==> src/rtl/blink_pkg.sv <==
// Shared definitions for the blink LED protocol receive-side checker.
//   blink_mon_state_t : monitor FSM states (IDLE, MEASURE, LOCKED)
//   nominal_half()    : nominal LED half-period, 2^cbits cycles
package blink_pkg;

  typedef enum logic [1:0] {
    IDLE    = 2'd0,
    MEASURE = 2'd1,
    LOCKED  = 2'd2
  } blink_mon_state_t;

  function automatic int unsigned nominal_half(input int unsigned cbits);
    return 32'd1 << cbits;
  endfunction

endpackage

==> src/rtl/blink_interval_ctr.sv <==
// Edge detector and interval measurement for the blink monitor.
// Ports:
//   clk       in   rising-edge clock
//   rst       in   asynchronous active-low reset
//   i_led     in   LED line (same clock domain)
//   o_edge    out  LED differs from its registered copy this cycle
//   o_cnt     out  cycles since the previous edge, saturating
//   o_match   out  o_cnt within TOL of the nominal half-period
//   o_timeout out  single-cycle strobe when a gap overruns the window
module blink_interval_ctr
  import blink_pkg::*;
#(
  parameter int unsigned CBITS = 12,
  parameter int unsigned TOL   = 1
) (
  input  logic             clk,
  input  logic             rst,
  input  logic             i_led,
  output logic             o_edge,
  output logic [CBITS:0]   o_cnt,
  output logic             o_match,
  output logic             o_timeout
);

  localparam int unsigned CW   = CBITS + 1;
  localparam int unsigned NOM  = nominal_half(CBITS);
  // Comparisons are made one bit wider than the counter so that
  // nominal +/- tolerance and the timeout threshold never wrap.
  localparam logic [CW:0] NOM_X = (CW+1)'(NOM);
  localparam logic [CW:0] TOL_X = (CW+1)'(TOL);
  localparam logic [CW:0] TO_X  = (CW+1)'(NOM + TOL + 1);

  logic                 r_led_q;
  logic [CW-1:0]        r_cnt;
  logic                 r_to_fired;
  logic                 w_edge;
  logic [CW:0]          w_cnt_x;
  logic signed [CW:0]   w_diff;
  logic [CW:0]          w_abs;
  logic                 w_timeout;

  assign w_edge  = (i_led != r_led_q);
  assign w_cnt_x = {1'b0, r_cnt};
  assign w_diff  = $signed(w_cnt_x) - $signed(NOM_X);
  assign w_abs   = w_diff[CW] ? $unsigned(-w_diff) : $unsigned(w_diff);

  // r_to_fired keeps the strobe to one pulse per gap even when the
  // threshold coincides with the saturation value and cnt sits on it.
  assign w_timeout = !w_edge && (w_cnt_x == TO_X) && !r_to_fired;

  always_ff @(posedge clk or negedge rst) begin
    if (!rst) begin
      r_led_q    <= 1'b0;
      r_cnt      <= '0;
      r_to_fired <= 1'b0;
    end else begin
      r_led_q <= i_led;
      if (w_edge) begin
        r_cnt      <= CW'(1);
        r_to_fired <= 1'b0;
      end else begin
        if (r_cnt != '1) begin
          r_cnt <= r_cnt + CW'(1);
        end
        if (w_timeout) begin
          r_to_fired <= 1'b1;
        end
      end
    end
  end

  assign o_edge    = w_edge;
  assign o_cnt     = r_cnt;
  assign o_match   = (w_abs <= TOL_X);
  assign o_timeout = w_timeout;

endmodule

==> src/rtl/blink_monitor.sv <==
// Receive-side checker for the blink LED protocol. Measures LED
// edge-to-edge intervals, locks after LOCK_CNT consecutive good
// intervals and flags mismatches, timeouts and missing wrap strobes.
// Ports:
//   clk         in   rising-edge clock
//   rst         in   asynchronous active-low reset
//   led_in      in   LED line from the generator
//   flg_in      in   generator wrap strobe, one cycle before each toggle
//   locked      out  high while in LOCKED
//   edge_p      out  one-cycle pulse per LED transition
//   err_p       out  one-cycle pulse per protocol violation
//   half_period out  last measured edge-to-edge interval
module blink_monitor
  import blink_pkg::*;
#(
  parameter int unsigned CBITS    = 12,
  parameter int unsigned TOL      = 1,
  parameter int unsigned LOCK_CNT = 3
) (
  input  logic           clk,
  input  logic           rst,
  input  logic           led_in,
  input  logic           flg_in,
  output logic           locked,
  output logic           edge_p,
  output logic           err_p,
  output logic [CBITS:0] half_period
);

  localparam logic [3:0] LOCK4 = 4'(LOCK_CNT);

  blink_mon_state_t r_state;
  blink_mon_state_t w_state_nxt;
  logic             r_flg_q;
  logic [3:0]       r_good;
  logic [3:0]       w_good_nxt;
  logic             w_err_nxt;
  logic [CBITS:0]   w_hp_nxt;
  logic             r_locked;
  logic             r_edge_p;
  logic             r_err_p;
  logic [CBITS:0]   r_half_period;

  logic             w_edge;
  logic [CBITS:0]   w_cnt;
  logic             w_match;
  logic             w_timeout;

  blink_interval_ctr #(
    .CBITS (CBITS),
    .TOL   (TOL)
  ) u_ctr (
    .clk       (clk),
    .rst       (rst),
    .i_led     (led_in),
    .o_edge    (w_edge),
    .o_cnt     (w_cnt),
    .o_match   (w_match),
    .o_timeout (w_timeout)
  );

  always_ff @(posedge clk or negedge rst) begin
    if (!rst) begin
      r_state <= IDLE;
    end else begin
      r_state <= w_state_nxt;
    end
  end

  always_comb begin
    w_state_nxt = r_state;
    w_good_nxt  = r_good;
    w_err_nxt   = 1'b0;
    w_hp_nxt    = r_half_period;
    unique case (r_state)
      IDLE: begin
        // First edge after a gap only starts measurement; there is no
        // previous edge to measure against.
        if (w_edge) begin
          w_state_nxt = MEASURE;
        end
      end
      MEASURE: begin
        if (w_edge) begin
          w_hp_nxt = w_cnt;
          if (w_match) begin
            w_good_nxt = r_good + 4'd1;
            if (r_good + 4'd1 == LOCK4) begin
              w_state_nxt = LOCKED;
            end
          end else begin
            w_err_nxt  = 1'b1;
            w_good_nxt = 4'd0;
          end
        end else if (w_timeout) begin
          w_state_nxt = IDLE;
          w_good_nxt  = 4'd0;
        end
      end
      LOCKED: begin
        if (w_edge) begin
          w_hp_nxt = w_cnt;
          // Bad interval and missing strobe share one error pulse.
          if (!w_match || !r_flg_q) begin
            w_err_nxt   = 1'b1;
            w_state_nxt = MEASURE;
            w_good_nxt  = 4'd0;
          end
        end else if (w_timeout) begin
          w_err_nxt   = 1'b1;
          w_state_nxt = IDLE;
          w_good_nxt  = 4'd0;
        end
      end
      default: begin
        w_state_nxt = IDLE;
        w_good_nxt  = 4'd0;
      end
    endcase
  end

  always_ff @(posedge clk or negedge rst) begin
    if (!rst) begin
      r_flg_q       <= 1'b0;
      r_good        <= 4'd0;
      r_locked      <= 1'b0;
      r_edge_p      <= 1'b0;
      r_err_p       <= 1'b0;
      r_half_period <= '0;
    end else begin
      r_flg_q       <= flg_in;
      r_good        <= w_good_nxt;
      r_locked      <= (w_state_nxt == LOCKED);
      r_edge_p      <= w_edge;
      r_err_p       <= w_err_nxt;
      r_half_period <= w_hp_nxt;
    end
  end

  assign locked      = r_locked;
  assign edge_p      = r_edge_p;
  assign err_p       = r_err_p;
  assign half_period = r_half_period;

endmodule

==> config.mk <==
export PLATFORM = sky130hd
export DESIGN_NAME = blink_monitor
export DESIGN_NICKNAME = d
export VERILOG_FILES = /design/src/rtl/blink_pkg.sv /design/src/rtl/blink_interval_ctr.sv /design/src/rtl/blink_monitor.sv
export SDC_FILE = /design/constraint.sdc
export NUM_CORES = 1
export LEC_CHECK = 0
export CORE_ASPECT_RATIO = 2
export CORE_MARGIN = 3
export CORE_UTILIZATION = 45
export CTS_CLUSTER_SIZE = 24
export DETAILED_ROUTE_END_ITERATION = 16
export SETUP_SLACK_MARGIN = 0.3
export SLEW_MARGIN = 20
export SYNTH_ARGS = -nofsm -noshare
export SYNTH_HDL_FRONTEND = slang
export SYNTH_HIERARCHICAL = 1
export SYNTH_SLANG_ARGS = --single-unit
==> constraint.sdc <==
create_clock -name clk -period 2.8 [get_ports clk]
set_clock_uncertainty 0.05 [all_clocks]
set_input_delay 0.56 -clock clk [delete_from_list [all_inputs] [get_ports clk]]
set_output_delay 0.56 -clock clk [all_outputs]
set_load 0.01 [all_outputs]
==> PnR_summary.wiki, run 1 <==
{| class="wikitable"
! Metric !! Value
|-
| Met3 track utilization from global routing || 0.03156
|-
| Final Net Count || 263
|-
| Post-Syn Instances || 222
|-
| Biggest fanout along the worst timing path || 5
|-
| Switching Power || 474.8 µW
|-
| Switching share of power || 0.3145
|-
| Global route overflow || 0
|-
| Initial antenna violation count || 0
|-
| Number of pins with negative max-slew slack in the final report || 0
|-
| Length of the first detailed-routing pass in iterations || 5
|-
| Hold Vio Cnt, Final || 0
|-
| CTS Sinks || 38
|-
| Most utilized layer in the global route result || met2
|-
| Tot GR Track Use || 0.1963
|-
| CTS H-tree depth || 2
|-
| Global-route wire length before repair || 8293 µm
|-
| DRC || 0
|-
| Post-cts hold buffer count || 0
|-
| Unrepaired setup endpoints after global routing || true
|-
| Area fraction of the dominant cell type after synthesis || 0.4370
|-
| Sequential share of power || 0.423
|-
| Final min period || 2.497 ns
|-
| Clock Path Buffers || 2
|-
| Highest clock rate || 400.5 MHz
|-
| Number of different library cells in the post-synthesis netlist || 52
|-
| Top post-synthesis cells by area || sky130_fd_sc_hd__dfrtp_1, sky130_fd_sc_hd__mux2_2, sky130_fd_sc_hd__ha_1
|-
| Most instantiated flip-flop cell in the synthesis netlist || sky130_fd_sc_hd__dfrtp_1
|-
| Overall via count from detail_route || 1,798
|-
| Part of the power in the clock network || 0.256
|-
| Area added between synthesis and finish || 20.59%
|-
| Category of the most critical setup path || flip-flop to flip-flop
|-
| Share of synthesized flip-flops with an asynchronous set or reset || 1.000
|-
| Leakage || 0.001098 µW
|-
| Die boundary height || 104.3 µm
|-
| Share of the clock period used by the worst path after layout || 0.8917
|-
| Comb power frac || 0.321
|-
| Share of the yosys chip area belonging to registers || 0.4370
|-
| Total power density per cell area || 575.4 nW/µm²
|-
| Port buffer count || 19
|-
| Total internal power || 1035 µW
|-
| HP Class || input pin to async pin
|-
| Post-DR wirelength/cell || about 17 µm
|-
| Worst hold-check slack || approximately 0.33 ns
|-
| Iter 0 DRT Violations || between 50 and 60
|-
| Largest vdd supply drop || 0.0003769 V
|-
| DIE AREA || 5756 µm²
|-
| Number of diodes added for antenna fixing || 0
|-
| I/O pin count || 20
|-
| Number of flops mapped to enable cells by yosys || 0
|-
| Status || completed
|-
| Cell at the root of the clock tree || sky130_fd_sc_hd__clkbuf_8
|-
| Initial core utilization || 0.4687
|-
| Setup Total Neg Slack || 0 ns
|-
| GR Layer Usage met1 || 0.1952
|-
| Synth cell count leaders || sky130_fd_sc_hd__dfrtp_1, sky130_fd_sc_hd__nor2_1, sky130_fd_sc_hd__inv_1, sky130_fd_sc_hd__mux2_2
|-
| Yosys warning total || 6
|-
| Share of final-layout standard cells stronger than drive strength 1 || 0.2390
|-
| Total CTS buffers || 5
|-
| RePlAce Congestion || about 0.88
|-
| Nets in the synthesized netlist || 235
|-
| Mean instance size in the synthesized netlist || a little under 10 µm²
|-
| Slew at the pin with the worst max-slew slack || 0.8649 ns
|-
| Avg Vias per Cell || around 5.9
|-
| CTS tree || built
|-
| Largest area contributor in the synthesized netlist || sky130_fd_sc_hd__dfrtp_1
|-
| Worst setup SP type || flip-flop
|-
| Worst Path Arrival || 2.66 ns
|-
| Netlist area before placement || 2176 µm²
|-
| Endpoint type of the worst setup path || flip-flop
|-
| Number of synthesized register bits || 38
|-
| Core occupancy in the finished layout || 0.5652
|-
| Rows || 35
|-
| Total half-perimeter wirelength after legalization and detailed placement || roughly 3700 µm
|-
| GR Util met2 || 0.3585
|-
| Horizontal extent of the die || 55.17 µm
|-
| Filler Cell Count || 458
|-
| Required @ worst endpoint || 2.96 ns
|-
| Via count of the first global-routing pass || ~1,800
|-
| Antenna-violating nets left || 0
|-
| Largest net degree at the start of global routing || 39
|-
| Max-cap check violation count || 0
|-
| Clock transition time at the flip-flop clock pins of the worst setup and hold paths || 0.07 ns
|-
| Most common cell in the netlist || sky130_fd_sc_hd__dfrtp_1
|-
| Max-slew headroom at the worst pin || 0.4234
|-
| Core ar. || 4642 µm²
|-
| Clock latency on the worst-skew pair || 0.29 ns
|-
| Total of endpoints with negative setup slack in the final report || 0
|-
| Wirelength, routed || just over 5000 µm
|}
[metal layers]
layer  wire [µm]  share of wire
met4         204          0.040
met3         123          0.024
met1        1840           0.36
met5           0              0
met2        2893           0.57
[logic make-up (layout without fill, tap and decap cells)]
| group | count (synthesis) | in the layout | share of synthesized area |
|---|---|---|---|
| muxes | 13 | 13 | 0.06728 |
| AOI/OAI and AO/OA | 51 | 51 | 0.1604 |
| and+or+nand+nor | 77 | 77 | 0.1950 |
| buffers and inverters | 26 | 55 | 0.05636 |
| adders and majority gates | 9 | 9 | 0.05175 |
| DFF | 38 | 38 | 0.4370 |
| xor gates and xnor gates | 8 | 8 | 0.03220 |
[power by group through the flow]
stage               Combinational (µW)  Sequential, µW  Clock [µW]
detailed placement                 427             652           0
global route                       529             647         435
finish                             484             639         387
CTS                                472             638         406
floorplan                          264             654           0
global placement                   427             651           0
[state kept, by name (all words and copies together), names as in the netlist]
| register | count |
|---|---|
| u_ctr/r_led_q | 1 |
| edge_p | 1 |
| u_ctr/r_to_fired | 1 |
| err_p | 1 |
| r_state | 2 |
| half_period | 13 |
| u_ctr/o_cnt | 13 |
| locked | 1 |
| r_flg_q | 1 |
| r_good | 4 |
[final timing paths]
path / startpoint / endpoint / slack, ns / cells after the start
min in group clk: half_period[2]$_DFFE_PN0P_ / half_period[2]$_DFFE_PN0P_ / 0.46 / 1
min reg2reg: half_period[2]$_DFFE_PN0P_ / half_period[2]$_DFFE_PN0P_ / 0.46 / 1
max: u_ctr/o_cnt[1]$_DFFE_PN0P_ / r_good[3]$_DFFE_PN0P_ / 0.30 / 8
min: rst / r_flg_q$_DFF_PN0_ / 0.33 / 1
max reg2reg: u_ctr/o_cnt[1]$_DFFE_PN0P_ / r_good[3]$_DFFE_PN0P_ / 0.30 / 8
max in group asynchronous: rst / u_ctr/o_cnt[1]$_DFFE_PN0P_ / 1.77 / 1
[metrics by stage]
stage          std cells  cell area, µm²  worst slack (ns)  total power (µW)
6_report             306            2624            0.3032              1510
5_1_grt              306            2624            0.2169              1611
4_1_cts              306            2608            0.2884              1516
3_5_place_dp         294            2439           0.09035              1079
3_3_place_gp         294            2439           0.09339              1078
2_1_floorplan        222            2176            0.3767             918.6
[what timing repair did]
item | 4_1_cts | 5_1_grt
endpoints found under the setup margin | 7 | 7
resized for setup | 17 | 6
pin swaps | 14 | 8
setup buffers | 4 | 0
[layout by cell type, fill, tap and decap left out, types with 4 or more instances in the layout]
master / netlist / final
sky130_fd_sc_hd__nor4_1: 4 / 4
sky130_fd_sc_hd__clkbuf_8: 0 / 6
sky130_fd_sc_hd__dfrtp_1: 38 / 35
sky130_fd_sc_hd__buf_4: 0 / 15
sky130_fd_sc_hd__xor2_1: 5 / 5
sky130_fd_sc_hd__o21ai_0: 12 / 9
sky130_fd_sc_hd__nor2_1: 22 / 21
sky130_fd_sc_hd__inv_1: 13 / 11
sky130_fd_sc_hd__mux2_2: 13 / 13
sky130_fd_sc_hd__nand4_1: 7 / 7
sky130_fd_sc_hd__a21oi_1: 12 / 9
sky130_fd_sc_hd__nand2_1: 10 / 9
sky130_fd_sc_hd__clkdlybuf4s50_1: 0 / 18
sky130_fd_sc_hd__nand3_1: 8 / 7
sky130_fd_sc_hd__ha_1: 9 / 8
sky130_fd_sc_hd__nor3_1: 4 / 4
[critical path, cell delays in order, from the launching register on]
cell                        delay [ns]
sky130_fd_sc_hd__dfrtp_2          0.44
sky130_fd_sc_hd__or3_4            0.41
sky130_fd_sc_hd__nor3_4           0.23
sky130_fd_sc_hd__a311oi_1         0.12
sky130_fd_sc_hd__nor4_1           0.19
sky130_fd_sc_hd__and4b_2          0.33
sky130_fd_sc_hd__nand4_1          0.15
sky130_fd_sc_hd__a211o_1          0.36
sky130_fd_sc_hd__o2bb2ai_1        0.16
[layout make-up]
class	instances	area (µm²)	area share
clock buffers	7	86.33	0.03290
clock inverters	1	5.005	0.001907
flip-flops and latches	38	954.7	0.3639
well taps	55	68.82	0.02623
inverters	13	48.80	0.01860
repair buffers	34	297.8	0.1135
multi-input cells	158	1162	0.4430
No activity file was read; power rests on OpenSTA's default activity.
==> inputs of run 2 (changes only) <==
==> constraint.sdc (replaced) <==
create_clock -name clk -period 2.8 [get_ports clk]
set_clock_uncertainty 0.05 [all_clocks]
set_input_delay 0.7 -clock clk [delete_from_list [all_inputs] [get_ports clk]]
set_output_delay 0.7 -clock clk [all_outputs]
set_load 0.01 [all_outputs]
==> run 2 against run 1 <==
Net effect:
- utilization fell by 0.51 points
- fmax is 2.2% lower
- sequential power down 0.8%
- first-iteration DRC count shrank 23%
- combinational power about the same
- wire length decreased by 0.40%
- count of clock-buffer cells in the layout unchanged
- global-route usage down 0.089 points
- critical endpoint is now r_good[0]$_DFFE_PN0P_
- largest cell class unchanged
==> PnR_summary.wiki, run 2 (synthesis gave the netlist of run 1 again) <==
{| class="wikitable"
! Metric !! Value
|-
| Leakage || 0.001102 µW (+0.30%)
|-
| Rows || 35 (unchanged)
|-
| Wirelength, routed || 5042 µm (-0.40%)
|-
| Horizontal extent of the die || 55.17 µm (unchanged)
|-
| Total area of multi-input combinational cells || 1139 µm² (-2.0%)
|-
| I/O pin count || 20 (unchanged)
|-
| Worst hold-check slack || 0.4561 ns (+0.1246 ns)
|-
| CTS Sinks || 38 (unchanged)
|-
| Setup Total Neg Slack || 0 ns (unchanged)
|-
| Initial core utilization || 0.4687 (unchanged)
|-
| Avg Vias per Cell || 5.805 (-1.2%)
|-
| DIE AREA || 5756 µm² (unchanged)
|-
| Worst Path Arrival || 2.71 ns (+0.05 ns)
|-
| Final min period || 2.554 ns (+0.05742 ns)
|-
| HP Class || flip-flop to flip-flop
|-
| Cell count after placement || 295 (+0.34%)
|-
| Switching Power || 456.3 µW (-3.9%)
|-
| Final Net Count || 265 (+0.76%)
|-
| Overall via count from detail_route || 1,782 (-0.89%)
|-
| Final Non-Filler Cells || 307 (+0.33%)
|-
| Largest vdd supply drop || 0.0004162 V (+10%)
|-
| Total design power || 1461 µW (-3.2%)
|-
| Most frequent standard cell in the layout excluding fill and tap cells || sky130_fd_sc_hd__dfrtp_1
|-
| Number of diodes added for antenna fixing || 0 (unchanged)
|-
| Via count of the first global-routing pass || 1,807 (-0.82%)
|-
| Port buffer count || 19 (unchanged)
|-
| Required @ worst endpoint || 2.96 ns (about the same)
|-
| Share of final-layout standard cells stronger than drive strength 1 || 0.2024 (-0.03666)
|-
| Leading cell types in the layout, fill and taps excluded || sky130_fd_sc_hd__dfrtp_1, sky130_fd_sc_hd__nor2_1, sky130_fd_sc_hd__clkdlybuf4s50_1
|-
| Category of the most critical setup path || flip-flop to flip-flop
|-
| Biggest fanout along the worst timing path || 4 (-1)
|-
| Register area || 950.9 µm² (-0.39%)
|-
| Total CTS buffers || 5 (unchanged)
|-
| Switching share of power || 0.3123 (-0.002267)
|-
| Cell at the root of the clock tree || sky130_fd_sc_hd__clkbuf_8
|-
| Sequential share of power || 0.434 (+0.011)
|-
| Max-cap check violation count || 0 (unchanged)
|-
| Initial antenna violation count || 0 (unchanged)
|-
| Iter 0 DRT Violations || 44 (-23%)
|-
| Share of the clock period used by the worst path after layout || 0.9122 (+0.02051)
|-
| Highest clock rate || 391.5 MHz (-2.2%)
|-
| Hold Vio Cnt, Final || 0 (unchanged)
|-
| Die boundary height || 104.3 µm (unchanged)
|-
| DRC || 0 (unchanged)
|-
| Core ar. || 4642 µm² (unchanged)
|-
| Clock latency on the worst-skew pair || 0.28 ns (about the same)
|-
| Max-slew headroom at the worst pin || 0.4346 (+0.01119)
|-
| Status || completed
|-
| Tot GR Track Use || 0.1954 (-0.0008871)
|-
| Worst setup SP type || flip-flop
|-
| Clock Path Buffers || 2 (unchanged)
|-
| Endpoint type of the worst setup path || flip-flop
|-
| Global route overflow || 0 (unchanged)
|-
| Total half-perimeter wirelength after legalization and detailed placement || 3730 µm (+1.3%)
|-
| Antenna-violating nets left || 0 (unchanged)
|-
| Clock transition time at the flip-flop clock pins of the worst setup and hold paths || 0.07 ns (about the same)
|-
| Largest net degree at the start of global routing || 39 (unchanged)
|-
| Slew at the pin with the worst max-slew slack || 0.8481 ns (-0.01679 ns)
|-
| Comb power frac || 0.329 (+0.008)
|-
| Post-DR wirelength/cell || 16.42 µm (-0.72%)
|-
| Length of the first detailed-routing pass in iterations || 4 (-1)
|-
| CTS tree || built
|-
| Area added between synthesis and finish || 19.49%
|-
| Number of pins with negative max-slew slack in the final report || 0 (unchanged)
|-
| Global-route wire length before repair || 8259 µm (-0.41%)
|-
| Total internal power || 1005 µW (-2.9%)
|-
| Total of endpoints with negative setup slack in the final report || 0 (unchanged)
|-
| Total power density per cell area || 562.0 nW/µm² (-2.3%)
|-
| CTS H-tree depth || 2 (unchanged)
|-
| Unrepaired setup endpoints after global routing || true
|-
| Filler Cell Count || 469 (+2.4%)
|-
| Part of the power in the clock network || 0.237 (-0.019)
|-
| RePlAce Congestion || 0.8513 (-3.7%)
|}
-- run 2: changes by cell type in the layout (fill, tap and decap cells not counted), moves of 2 or more --
cell / change
sky130_fd_sc_hd__dfrtp_1: +3
sky130_fd_sc_hd__dfrtp_2: -3
sky130_fd_sc_hd__inv_1: +2
sky130_fd_sc_hd__inv_2: -2
sky130_fd_sc_hd__nor3b_1: +2
sky130_fd_sc_hd__nor3b_2: -2
-- run 2: per-layer routing --
metal  global-route usage  vias up  share of wire
met5                    0        -              0
met4               0.1009        0          0.044
met3              0.04017       16          0.026
met2               0.3500       35           0.57
met1               0.1932      872           0.36
li1                     -      859              -
-- run 2: final timing paths --
path	start	to	slack, ns	depth (start not counted)
setup reg to reg	u_ctr/o_cnt[1]$_DFFE_PN0P_	r_good[0]$_DFFE_PN0P_	0.25	11
hold reg to reg	half_period[4]$_DFFE_PN0P_	half_period[4]$_DFFE_PN0P_	0.46	1
setup / recovery	u_ctr/o_cnt[1]$_DFFE_PN0P_	r_good[0]$_DFFE_PN0P_	0.25	11
min in group asynchronous	rst	r_good[0]$_DFFE_PN0P_	0.47	1
max in group asynchronous	rst	u_ctr/o_cnt[10]$_DFFE_PN0P_	1.69	1
hold / removal	half_period[4]$_DFFE_PN0P_	half_period[4]$_DFFE_PN0P_	0.46	1
-- run 2: per-stage QoR --
| step | worst slack (ns) | utilization | cell area (µm²) |
|---|---|---|---|
| 2_1_floorplan | 0.3767 | - | 2176 |
| 4_1_cts | 0.3069 | 0.5509 | 2557 |
| 5_1_grt | 0.08332 | 0.5601 | 2600 |
| 3_5_place_dp | 0.1714 | 0.5270 | 2446 |
| 6_report | 0.2458 | 0.5601 | 2600 |
| 3_3_place_gp | 0.1995 | 0.5270 | 2446 |
-- run 2: layout make-up --
type	count	share of cell area
clock buffers	7	0.02936
inverters	13	0.01877
multi-input cells	158	0.4379
flip-flops and latches	38	0.3657
well taps	55	0.02647
repair buffers	36	0.1218
-- run 2: repair_timing --
item | CTS | global route
hold buffers | 0 | 0
pin swaps | 5 | 5
buffers inserted | 3 | 2
endpoints found under the hold margin | 0 | 0
gates resized for setup | 6 | 7
setup endpoints to repair | 7 | 7
-- run 2: power by group through the flow --
stage / combinational [µW] / clock (µW) / sequential [µW]
2_1_floorplan: 264 / 0 / 654
3_3_place_gp: 437 / 0 / 645
3_5_place_dp: 443 / 0 / 647
4_1_cts: 462 / 370 / 635
5_1_grt: 526 / 390 / 643
6_report: 481 / 346 / 634
-- run 2: worst max-delay path, cell delays in order, from the launching register on --
cell	delay, ns
sky130_fd_sc_hd__dfrtp_1	0.40
sky130_fd_sc_hd__inv_1	0.11
sky130_fd_sc_hd__ha_2	0.29
sky130_fd_sc_hd__nor2_2	0.13
sky130_fd_sc_hd__a22oi_1	0.08
sky130_fd_sc_hd__o21ai_1	0.21
sky130_fd_sc_hd__o311ai_0	0.17
sky130_fd_sc_hd__and4b_2	0.35
sky130_fd_sc_hd__buf_4	0.13
sky130_fd_sc_hd__nand4_1	0.11
sky130_fd_sc_hd__a211o_1	0.31
sky130_fd_sc_hd__o21ai_1	0.15
